<file path="src/rtl/ifetch_ctrl.sv">
// Instruction-fetch sequencer: owns the fetch PC, addresses the combinational
// instruction ROM, and queues {PC, instruction, fault} entries in a circular
// prefetch FIFO for decode. Redirects flush the queue and restart fetch; the
// out-of-bounds sentinel word halts fetch until the next redirect or reset.
module ifetch_ctrl #(
  parameter logic [31:0] RESET_PC = 32'h00400000,
  parameter int unsigned DEPTH    = 4,
  parameter logic [31:0] OOB_WORD = 32'hDEADBEEF
) (
  input  logic                     clk,
  input  logic                     rst,
  output logic [31:0]              imem_a,
  input  logic [31:0]              imem_rd,
  input  logic                     redirect_valid,
  input  logic [31:0]              redirect_pc,
  input  logic                     out_ready,
  output logic                     out_valid,
  output logic [31:0]              out_instr,
  output logic [31:0]              out_pc,
  output logic                     out_fault,
  output logic                     halted,
  output logic [$clog2(DEPTH):0]   level
);

  localparam int unsigned AW = $clog2(DEPTH);
  localparam int unsigned LW = AW + 1;

  typedef enum logic {
    ST_RUN,
    ST_HALT
  } state_e;

  state_e          state_q, state_d;
  logic            halted_q, halted_d;
  logic [31:0]     fetch_pc_q, fetch_pc_d;
  logic [AW-1:0]   wr_ptr_q, wr_ptr_d;
  logic [AW-1:0]   rd_ptr_q, rd_ptr_d;
  logic [LW-1:0]   level_q, level_d;

  logic [31:0]     pc_mem_q    [DEPTH];
  logic [31:0]     instr_mem_q [DEPTH];
  logic [DEPTH-1:0] fault_mem_q;

  logic            is_oob;
  logic            pop_req;
  logic            deq;
  logic            can_enq;
  logic            push;
  logic            unused_pc_bits;

  // The low redirect bits are dropped: fetch is always word aligned.
  assign unused_pc_bits = ^redirect_pc[1:0];

  assign is_oob    = (imem_rd == OOB_WORD);
  assign out_valid = (level_q != '0);
  assign pop_req   = out_valid & out_ready;
  // A redirect suppresses both sides of the FIFO for its cycle.
  assign deq       = pop_req & ~redirect_valid;
  assign can_enq   = (level_q < LW'(DEPTH)) | pop_req;
  assign push      = (state_q == ST_RUN) & ~redirect_valid & can_enq;

  assign imem_a    = fetch_pc_q;
  assign out_pc    = out_valid ? pc_mem_q[rd_ptr_q]    : '0;
  assign out_instr = out_valid ? instr_mem_q[rd_ptr_q] : '0;
  assign out_fault = out_valid & fault_mem_q[rd_ptr_q];
  assign halted    = halted_q;
  assign level     = level_q;

  // Next-state: redirect flushes and reloads the PC; otherwise push/pop.
  always_comb begin
    state_d    = state_q;
    fetch_pc_d = fetch_pc_q;
    wr_ptr_d   = wr_ptr_q;
    rd_ptr_d   = rd_ptr_q;
    level_d    = level_q;
    if (redirect_valid) begin
      state_d    = ST_RUN;
      fetch_pc_d = {redirect_pc[31:2], 2'b00};
      wr_ptr_d   = '0;
      rd_ptr_d   = '0;
      level_d    = '0;
    end else begin
      if (push) begin
        wr_ptr_d = wr_ptr_q + AW'(1);
        if (is_oob) begin
          state_d = ST_HALT;
        end else begin
          fetch_pc_d = fetch_pc_q + 32'd4;
        end
      end
      if (deq) begin
        rd_ptr_d = rd_ptr_q + AW'(1);
      end
      if (push && !deq) begin
        level_d = level_q + LW'(1);
      end else if (deq && !push) begin
        level_d = level_q - LW'(1);
      end
    end
    halted_d = (state_d == ST_HALT);
  end

  // Control registers with synchronous reset.
  always_ff @(posedge clk) begin
    if (rst) begin
      state_q    <= ST_RUN;
      halted_q   <= 1'b0;
      fetch_pc_q <= RESET_PC;
      wr_ptr_q   <= '0;
      rd_ptr_q   <= '0;
      level_q    <= '0;
    end else begin
      state_q    <= state_d;
      halted_q   <= halted_d;
      fetch_pc_q <= fetch_pc_d;
      wr_ptr_q   <= wr_ptr_d;
      rd_ptr_q   <= rd_ptr_d;
      level_q    <= level_d;
    end
  end

  // FIFO storage; contents are only observed through valid entries.
  always_ff @(posedge clk) begin
    if (push) begin
      pc_mem_q[wr_ptr_q]    <= fetch_pc_q;
      instr_mem_q[wr_ptr_q] <= imem_rd;
      fault_mem_q[wr_ptr_q] <= is_oob;
    end
  end

endmodule

</file>
<file path="config.mk">
export PLATFORM = sky130hd
export DESIGN_NAME = ifetch_ctrl
export DESIGN_NICKNAME = d
export VERILOG_FILES = /design/src/rtl/ifetch_ctrl.sv
export SDC_FILE = /design/constraint.sdc
export NUM_CORES = 1
export LEC_CHECK = 0
export CAP_MARGIN = 30
export CORE_ASPECT_RATIO = 1.2
export CORE_MARGIN = 3
export CORE_UTILIZATION = 55
export DETAILED_ROUTE_END_ITERATION = 8
export GPL_ROUTABILITY_DRIVEN = 0
export PLACE_DENSITY = 0.8
export SLEW_MARGIN = 20
export SYNTH_ARGS = -nofsm -noshare
export SYNTH_HDL_FRONTEND = slang
export SYNTH_SLANG_ARGS = --single-unit
</file>
<file path="constraint.sdc">
create_clock -name clk -period 4 [get_ports clk]
set_input_delay 0.8 -clock clk [delete_from_list [all_inputs] [get_ports clk]]
set_output_delay 0.8 -clock clk [all_outputs]
set_load 0.05 [all_outputs]
</file>
==> impl_results.md, run 1 <==
* Status: completed
* Worst path arrival time at 2.92 ns
* Vert. Die Dim at 168 um
* Fin. Hold Viols at 0
* Power Density at 479 mW/mm2
* Clock power share at 38.5%
* # resized after CTS at 0
* Share of the synthesized area in the top cell type at 63.1%
* Final Max Tran Viols at 0
* Synth area leaders: edfxtp_1 (63%), mux4_2 (12%), dfxtp_1 (6.7%)
* Seq/Total Area, Yosys at 69.8%
* H-tree Lvls at 1
* Clk_skew at 0.0198 ns
* Slew HR at 54.2%
* Yosys Warn Count at 0
* Synth-to-Final Area Change at 25.5%
* # Post-CTS Setup Buffers at 0
* Initial antenna violation count at 0
* Fillers at 1348
* Ant. Diodes at 0
* DR DRC count at 0
* Clock latency on the worst-skew pair at 0.54 ns
* Die width at 141 um
* Routed len/inst at 22.5 um
* Fin crit share at 93.1%
* DIE AREA at 0.0236 mm2
* Post-route ant nets at 0
* Final setup fails at 0
* Root buf cell: clkbuf_16
* Hold-fix buffers at CTS at 0
* Count leader, synth: edfxtp_1
* Yosys cell types at 52
* Synth Instances at 693
* Max-Cap Viols at 0
* Drt first pass iters at 5
* CTS Buf Count at 28
* Vias after detailed routing at 7012
* Post-DP HPWL at 16.9 mm
* Pin count of the biggest net entering global routing at 49
* Syn Area/Cell at 17.3 um2
* Worst setup SP type: register
* Ratio of cells with drive above 1 in the final layout at 17.2%
* Max Fclk at 269 MHz
* Initial core utilization at 56.6%
* Commonest cells post-synth: edfxtp_1 (252), and2_1 (69), mux4_2 (63)
* Most used flip-flop cell after synthesis: edfxtp_1
* Post-synth EDFFs at 252
* Total grt overflow at 0
* Pleak at 4.95 nW
* Num rows at 58
* Port Buffers at 163
* Final wirelength at 26.1 mm
* Largest area contributor in the netlist: edfxtp_1
* Endpoint class of the critical path: output port
* Clk pin slew, worst setup/hold paths at 0.06 ns
* RSZ-0062 raised after global routing: no
* CTS tree: yes
* Net Sw Power at 1.73 mW
* CP Class: register to output port
* Number of global-route vias before repair at 7143
* Vias per cell at 6.05
* Hold_ws at 0.558 ns
* CTS Buffer Depth at 3
* Setup TNS at 0 ns
* Sw Ratio at 23.9%
* VDD IR max at 0.000424 V
* Comb pwr share at 12.7%
* Clk sinks at 292
* Slew @ Worst Pin at 0.687 ns
* Ys async rst share at 0%
* Initial DRC count at 627
* CP Max Fanout at 21
* Tmin final at 3.72 ns
* #FFs+latches synth at 292
* R2R Setup Slk at 1.16 ns
* GR Util All Layers at 21.9%
* Mapped cell area at 0.0120 mm2
* Worst Path Required at 3.20 ns
* Hold Path Class: register to register
* Internal power at 5.49 mW
* Top Ports at 170
* Core ar. at 0.0212 mm2
* Layout Nets at 942
* Register share of total power at 48.8%
* First-pass GRT wire length at 40.7 mm
critical path: stages, from the launching register on:
cell             delay, ns
dfxtp_4               0.64
buf_4                 0.33
mux4_2                0.52
and2_1                0.18
clkdlybuf4s50_1       0.71
per-layer routing:
metal / part of all wire (%) / vias up / GRT usage, %
li1: - / 3086 / -
met1: 41 / 3553 / 31.1
met2: 50 / 338 / 36.6
met3: 8.1 / 35 / 3.78
met4: 1.4 / 0 / 4.26
met5: 0 / - / 0
cells by family (layout without fill, tap and decap cells):
group / Yosys count / in the layout / share of synthesized area, %
compound gates: 67 / 67 / 4.49
xor+xnor: 25 / 25 / 1.83
fa+ha+maj: 7 / 7 / 0.793
buf+inv: 59 / 252 / 2.11
flops: 292 / 292 / 69.8
mux: 66 / 66 / 12.1
other cells: 1 / 4 / 0.0313
simple gates: 176 / 176 / 8.92
path summary, 6_finish.rpt:
kind,cells after the start,to,from
worst max-delay path,4,out_instr[15],register
worst min-delay path,2,level[2],level[2]
worst max register to register,9,level[2],level[2]
worst min register to register,2,level[2],level[2]
cells in the final DEF, fill, tap and decap left out, types with 13 or more instances in the layout:
master / Yosys / routed
and2_1: 69 / 65
clkdlybuf4s50_1: 0 / 163
edfxtp_1: 252 / 252
inv_1: 16 / 16
buf_4: 5 / 13
nor2_1: 32 / 32
dfxtp_1: 40 / 38
mux4_2: 63 / 63
nand2_1: 16 / 16
a211oi_1: 25 / 25
clkbuf_16: 0 / 29
xnor2_1: 22 / 22
power by group through the flow:
stage | Clock, mW | Sequential (mW) | Combinational [mW]
3_3_place_gp | 0 | 3.57 | 0.901
3_5_place_dp | 0 | 3.58 | 0.921
4_1_cts | 2.83 | 3.52 | 0.926
5_1_grt | 2.94 | 3.53 | 0.963
6_report | 2.77 | 3.52 | 0.918
2_1_floorplan | 0 | 3.63 | 0.494
state kept, by name, summed over array words and instances, names as in the netlist, named ones only:
register,flops
instr_mem_q,128
pc_mem_q,120
imem_a,30
fault_mem_q,4
level,3
rd_ptr_q,2
wr_ptr_q,2
halted,1
per-stage QoR:
step	setup WS [ns]	total power [mW]	utilization (%)	area, um2	instances
6_report	0.277	7.21	71.1	15100	1159
5_1_grt	0.110	7.43	71.1	15100	1159
4_1_cts	0.180	7.27	71.1	15100	1159
3_5_place_dp	0.742	4.51	66.4	14100	1107
3_3_place_gp	0.733	4.47	66.3	14100	1106
2_1_floorplan	0.369	4.13	-	12000	696
final cells by class:
| type | count | area, um2 | share of cell area [%] |
|---|---|---|---|
| Clock inverter | 14 | 198 | 1.31 |
| Timing Repair Buffer | 184 | 1890 | 12.5 |
| Tap cell | 270 | 338 | 2.24 |
| Sequential cell | 292 | 8370 | 55.6 |
| Multi-Input combinational cell | 345 | 3410 | 22.7 |
| Clock buffer | 38 | 790 | 5.24 |
| Inverter | 16 | 60.1 | 0.399 |
(Power assumes the default switching activity.)
==> run 2: changes to the inputs <==
--- a/config.mk
+++ b/config.mk
@@ -9,9 +9,10 @@
 export CORE_ASPECT_RATIO = 1.2
 export CORE_MARGIN = 3
 export CORE_UTILIZATION = 55
+export CTS_CLUSTER_SIZE = 20
 export DETAILED_ROUTE_END_ITERATION = 8
 export GPL_ROUTABILITY_DRIVEN = 0
-export PLACE_DENSITY = 0.8
+export PLACE_DENSITY = 0.89
 export SLEW_MARGIN = 20
 export SYNTH_ARGS = -nofsm -noshare
 export SYNTH_HDL_FRONTEND = slang
==> run 2 against run 1 <==
Maximum frequency up 0.51%. Die area stayed put. Sequential share of layout area is 0.17 points higher. Global-route usage is 0.14 points higher. Clock skew decreased by 0.010 ns. First-iteration DRC count is 17% lower. Flip-flop and latch count stayed put. Critical endpoint is now out_pc[31]. Worst hold slack got worse by 0.030 ns.
==> impl_results.md, run 2 (synthesis gave the netlist of run 1 again) <==
* Worst Path Required at 3.20 ns (about the same)
* Max Fclk at 270 MHz (+0.51%)
* Port Buffers at 163 (unchanged)
* Top Ports at 170 (unchanged)
* Final Max Tran Viols at 0 (unchanged)
* Number of global-route vias before repair at 7083 (-0.84%)
* Most frequent cells in the layout: edfxtp_1 (252), clkdlybuf4s50_1 (163), and2_1 (65)
* Endpoint class of the critical path: output port
* Total Power at 7.17 mW (-0.58%)
* Ant. Diodes at 0 (unchanged)
* Synth-to-Final Area Change at 25.2%
* Initial antenna violation count at 0 (unchanged)
* CP Class: register to output port
* Clk pin slew, worst setup/hold paths at 0.06 ns (about the same)
* CTS tree: yes
* Ratio of cells with drive above 1 in the final layout at 16.3% (-0.92 points)
* Clock latency on the worst-skew pair at 0.53 ns (about the same)
* Post-route ant nets at 0 (unchanged)
* Net Sw Power at 1.73 mW (+0.17%)
* Clock power share at 38.1% (-0.4 points)
* Internal power at 5.44 mW (-0.82%)
* Slew HR at 50.5% (-3.7 points)
* Drt first pass iters at 5 (unchanged)
* Reg-to-Reg Start: level[0]
* First-pass GRT wire length at 40.7 mm (-0.12%)
* Comb pwr share at 12.8% (about the same)
* Hold-fix buffers at CTS at 0 (unchanged)
* R2R depth at 9 (unchanged)
* Fin crit share at 92.6% (-0.48 points)
* Setup TNS at 0 ns (unchanged)
* Tmin final at 3.70 ns (-0.0190 ns)
* WHS Path Cells at 2 (unchanged)
* Placed cell areas at 0.0140 mm2 (-0.20%)
* Worst flop-to-flop path endpoint: level[2]
* Register share of total power at 49.1% (+0.3 points)
* Final setup fails at 0 (unchanged)
* VDD IR max at 0.000388 V (-8.5%)
* Worst path arrival time at 2.90 ns (-0.02 ns)
* Num rows at 58 (unchanged)
* GR Util All Layers at 22.1% (+0.14 points)
* CTS Buffer Depth at 3 (unchanged)
* Clk sinks at 292 (unchanged)
* Total grt overflow at 0 (unchanged)
* Initial DRC count at 518 (-17%)
* Largest register by flop count: instr_mem_q
* Core ar. at 0.0212 mm2 (unchanged)
* CTS Buf Count at 28 (unchanged)
* Vias per cell at 5.89 (-2.6%)
* CP Max Fanout at 39 (+86%)
* Vert. Die Dim at 168 um (unchanged)
* # Post-CTS Setup Buffers at 0 (unchanged)
* Post-DP HPWL at 16.4 mm (-2.7%)
* Initial core utilization at 56.6% (unchanged)
* Commonest non-fill, non-tap cell in the layout: edfxtp_1
* Sw Ratio at 24.1% (+0.18 points)
* Clk_skew at 0.00957 ns (-0.0103 ns)
* R2R Setup Slk at 1.07 ns (-0.09 ns)
* # resized after CTS at 0 (unchanged)
* H-tree Lvls at 1 (unchanged)
* DR DRC count at 0 (unchanged)
* Vias after detailed routing at 6797 (-3.1%)
* Worst hold start: level[2]
* Layout Nets at 937 (-0.53%)
* Root buf cell: clkbuf_16
* Dpl ws at 0.755 ns (+0.0130 ns)
* RSZ-0062 raised after global routing: no
* Max-Cap Viols at 0 (unchanged)
* Die width at 141 um (unchanged)
* Hold endpoint: level[2]
* Fillers at 1344 (-0.30%)
* Hold Path Class: register to register
* Status: completed
* Pleak at 4.91 nW (-0.83%)
* Fin. Hold Viols at 0 (unchanged)
* Pin count of the biggest net entering global routing at 63 (+29%)
* Worst setup SP type: register
* Final wirelength at 25.8 mm (-1.1%)
* DIE AREA at 0.0236 mm2 (unchanged)
* Max reg flops at 128 (unchanged)
* Slew @ Worst Pin at 0.742 ns (+0.0555 ns)
* Power Density at 478 mW/mm2 (-0.27%)
* Routed len/inst at 22.4 um (-0.68%)
* Final worst setup slack at 0.296 ns (+0.0190 ns)
* Finished Cell Area at 0.0150 mm2 (-0.31%)
[run 2: routing by layer]
layer  vias up  GRT usage (%)  routed length (um)
met5         -              0                   0
met4         0           4.93                 412
met3        36           3.47                1720
met2       263           38.6               13600
met1      3424           29.6               10100
li1       3074              -                   -
[run 2: worst max path at each step]
stage	from	end	cells after the start
finish	level[0]	out_pc[31]	4
global route	register	out_pc[31]	4
CTS	register	out_instr[1]	4
detailed placement	imem_rd[22]	imem_a[4]	7
global placement	imem_rd[22]	imem_a[29]	7
floorplan	out_ready	fault_mem_q[0]	5
[run 2: area by class of cell]
| class | instances | area (um2) | share of cell area [%] |
|---|---|---|---|
| clock buffers | 36 | 752 | 5.01 |
| clock inverters | 16 | 216 | 1.44 |
| inverters | 16 | 60.1 | 0.400 |
| multi-input cells | 345 | 3410 | 22.7 |
| flip-flops and latches | 292 | 8370 | 55.8 |
| well taps | 270 | 338 | 2.25 |
| repair buffers | 179 | 1860 | 12.4 |
[run 2: power by group through the flow]
| stage | logic (mW) | registers (mW) | clock network (mW) |
|---|---|---|---|
| 3_3_place_gp | 0.904 | 3.57 | 0 |
| 2_1_floorplan | 0.494 | 3.63 | 0 |
| 3_5_place_dp | 0.925 | 3.58 | 0 |
| 5_1_grt | 0.969 | 3.53 | 2.90 |
| 6_report | 0.920 | 3.52 | 2.73 |
| 4_1_cts | 0.930 | 3.52 | 2.79 |
[run 2: worst max-delay path: stages, from the launching register on]
cell,delay [ns]
dfxtp_1,0.35
or3_2,0.82
buf_16,0.30
and2_1,0.15
clkdlybuf4s50_1,0.73
[run 2: per-stage QoR]
step	util, %	hold slack (ns)	instances
floorplan	-	0.514	696
global placement	66.1	0.507	1101
detailed placement	66.3	0.521	1102
CTS	70.8	0.529	1154
global route	70.8	0.556	1154
finish	70.8	0.528	1154
==> run 3: changes to the inputs <==
--- a/config.mk
+++ b/config.mk
@@ -9,10 +9,13 @@
 export CORE_ASPECT_RATIO = 1.2
 export CORE_MARGIN = 3
 export CORE_UTILIZATION = 55
+export CTS_CLUSTER_DIAMETER = 80
 export CTS_CLUSTER_SIZE = 20
 export DETAILED_ROUTE_END_ITERATION = 8
 export GPL_ROUTABILITY_DRIVEN = 0
+export GPL_TIMING_DRIVEN = 0
 export PLACE_DENSITY = 0.89
+export SKIP_LAST_GASP = 1
 export SLEW_MARGIN = 20
 export SYNTH_ARGS = -nofsm -noshare
 export SYNTH_HDL_FRONTEND = slang
==> run 3 against run 2 <==
Maximum frequency decreased by 3.1%. Sequential power about the same. Design area decreased by 2.6%. Clock skew rose by 0.0068 ns. Non-clock buffer count increased by 28. Largest cell class unchanged.
==> impl_results.md, run 3 (synthesis gave the netlist of run 1 again) <==
* Largest register by flop count: instr_mem_q
* Synth-to-Final Area Change at 21.8%
* Routed len/inst at 22.5 um (+0.63%)
* Clk sinks at 292 (unchanged)
* Reg area at 0.00837 mm2 (about the same)
* Hold Path Class: register to register
* Hold-fix buffers at CTS at 0 (unchanged)
* Vias after detailed routing at 6880 (+1.2%)
* Final wirelength at 26.2 mm (+1.3%)
* Worst Path Required at 3.20 ns (about the same)
* Post-layout util at 69.0% (-1.9 points)
* Ant. Diodes at 0 (unchanged)
* Number of global-route vias before repair at 7199 (+1.6%)
* Power Density at 428 mW/mm2 (-10%)
* H-tree Lvls at 1 (unchanged)
* Root buf cell: clkbuf_16
* Status: completed
* Pleak at 4.73 nW (-3.6%)
* DR DRC count at 0 (unchanged)
* Slew HR at 49.9% (-0.62 points)
* Tmin final at 3.82 ns (+0.117 ns)
* Endpoint class of the critical path: output port
* Setup TNS at 0 ns (unchanged)
* Clk_skew at 0.0164 ns (+0.00684 ns)
* Num rows at 58 (unchanged)
* First-pass GRT wire length at 40.9 mm (+0.58%)
* DIE AREA at 0.0236 mm2 (unchanged)
* Most frequent cells in the layout: edfxtp_1 (252), clkdlybuf4s50_1 (161), and2_1 (65)
* Total grt overflow at 0 (unchanged)
* Fin cells at 1162 (+0.69%)
* Layout Nets at 955 (+1.9%)
* Fin. Hold Viols at 0 (unchanged)
* Total Power at 6.26 mW (-13%)
* Initial core utilization at 56.6% (unchanged)
* Max Fclk at 262 MHz (-3.1%)
* Core ar. at 0.0212 mm2 (unchanged)
* CTS Buf Count at 18 (-36%)
* VDD IR max at 0.000475 V (+22%)
* Die width at 141 um (unchanged)
* Ratio of cells with drive above 1 in the final layout at 14.6% (-1.7 points)
* Clock latency on the worst-skew pair at 0.50 ns (-0.03 ns)
* Fin crit share at 95.5% (+2.9 points)
* Worst path arrival time at 3.02 ns (+0.12 ns)
* GR Util All Layers at 22.2% (+0.15 points)
* Initial DRC count at 556 (+7.3%)
* CTS tree: yes
* Dpl ws at -0.0607 ns (-0.816 ns)
* Final worst setup slack at 0.179 ns (-0.117 ns)
* Vert. Die Dim at 168 um (unchanged)
* Post-route ant nets at 0 (unchanged)
* Clk pin slew, worst setup/hold paths at 0.08 ns (+0.02 ns)
* CP Class: register to output port
* Cell count after placement at 1131 (+2.6%)
* Max reg flops at 128 (unchanged)
* WHS Path Cells at 2 (unchanged)
* Slew @ Worst Pin at 0.749 ns (+0.00658 ns)
* # Post-CTS Setup Buffers at 0 (unchanged)
* Pin count of the biggest net entering global routing at 41 (-35%)
* CP Max Fanout at 10 (-74%)
* Commonest non-fill, non-tap cell in the layout: edfxtp_1
* Fillers at 1406 (+4.6%)
* Drt first pass iters at 5 (unchanged)
* RSZ-0062 raised after global routing: no
* Port Buffers at 161 (-1.2%)
* Multi-input logic area at 0.00340 mm2 (-0.55%)
* R2R depth at 10 (+1)
* Max-Cap Viols at 0 (unchanged)
* Post-DP HPWL at 17.7 mm (+8.0%)
* CTS Buffer Depth at 3 (unchanged)
* Top Ports at 170 (unchanged)
* Vias per cell at 5.92 (+0.52%)
* Final setup fails at 0 (unchanged)
* Worst setup SP type: register
* Initial antenna violation count at 0 (unchanged)
* Final Max Tran Viols at 0 (unchanged)
## run 3: changes by cell type in the layout (fill, tap and decap cells not counted), moves of 3 or more
| cell | delta |
|---|---|
| bufinv_16 | -5 |
| buf_4 | -3 |
| buf_16 | +3 |
| clkbuf_2 | +7 |
| clkbuf_16 | -10 |
| clkinv_2 | -3 |
| clkbuf_1 | +25 |
| buf_2 | +8 |
| buf_12 | -7 |
| clkinv_1 | -4 |
## run 3: power by group
part,total [mW],leakage (nW),switching (mW),internal (mW)
Clock,1.82,0.253,0.922,0.896
Combinational,0.924,1.81,0.576,0.349
Sequential,3.51,2.67,0.0844,3.43
## run 3: cell type report
cell class | count | area share, %
multi-input combinational | 345 | 23.2
tap | 270 | 2.31
sequential | 292 | 57.3
inverter | 16 | 0.411
clock buffer | 31 | 3.56
timing repair buffer | 165 | 11.8
buffer | 42 | 1.39
clock inverter | 1 | 0.0599
## run 3: per-layer routing
metal / vias up / part of all wire [%] / track usage (%)
li1: 3096 / - / -
met1: 3455 / 39 / 29.8
met2: 295 / 52 / 38.6
met3: 34 / 6.8 / 3.30
met4: 0 / 2.1 / 5.82
met5: - / 0 / 0
## run 3: per-stage QoR
| step | hold WS [ns] | area, um2 |
|---|---|---|
| floorplan | 0.514 | 12000 |
| global placement | 0.511 | 14000 |
| detailed placement | 0.524 | 14100 |
| CTS | 0.538 | 14600 |
| global route | 0.556 | 14600 |
| finish | 0.536 | 14600 |
## run 3: path summary, 6_finish.rpt
path | slack [ns] | endpoint | startpoint
setup / recovery | 0.18 | out_instr[1] | register
hold / removal | 0.54 | level[2] | level[2]
setup reg to reg | 0.81 | level[2] | level[2]
hold reg to reg | 0.54 | level[2] | level[2]
## run 3: timing repair
action	in CTS	in global routing
pin swaps	0	0
resized for setup	5	6
setup endpoints to repair	60	22
## run 3: worst max-delay path: stages, from the launching register on
cell and delay (ns):
dfxtp_1 0.31, clkbuf_1 0.52, clkbuf_2 0.40, mux4_2 0.39, and2_1 0.19, clkdlybuf4s50_1 0.71
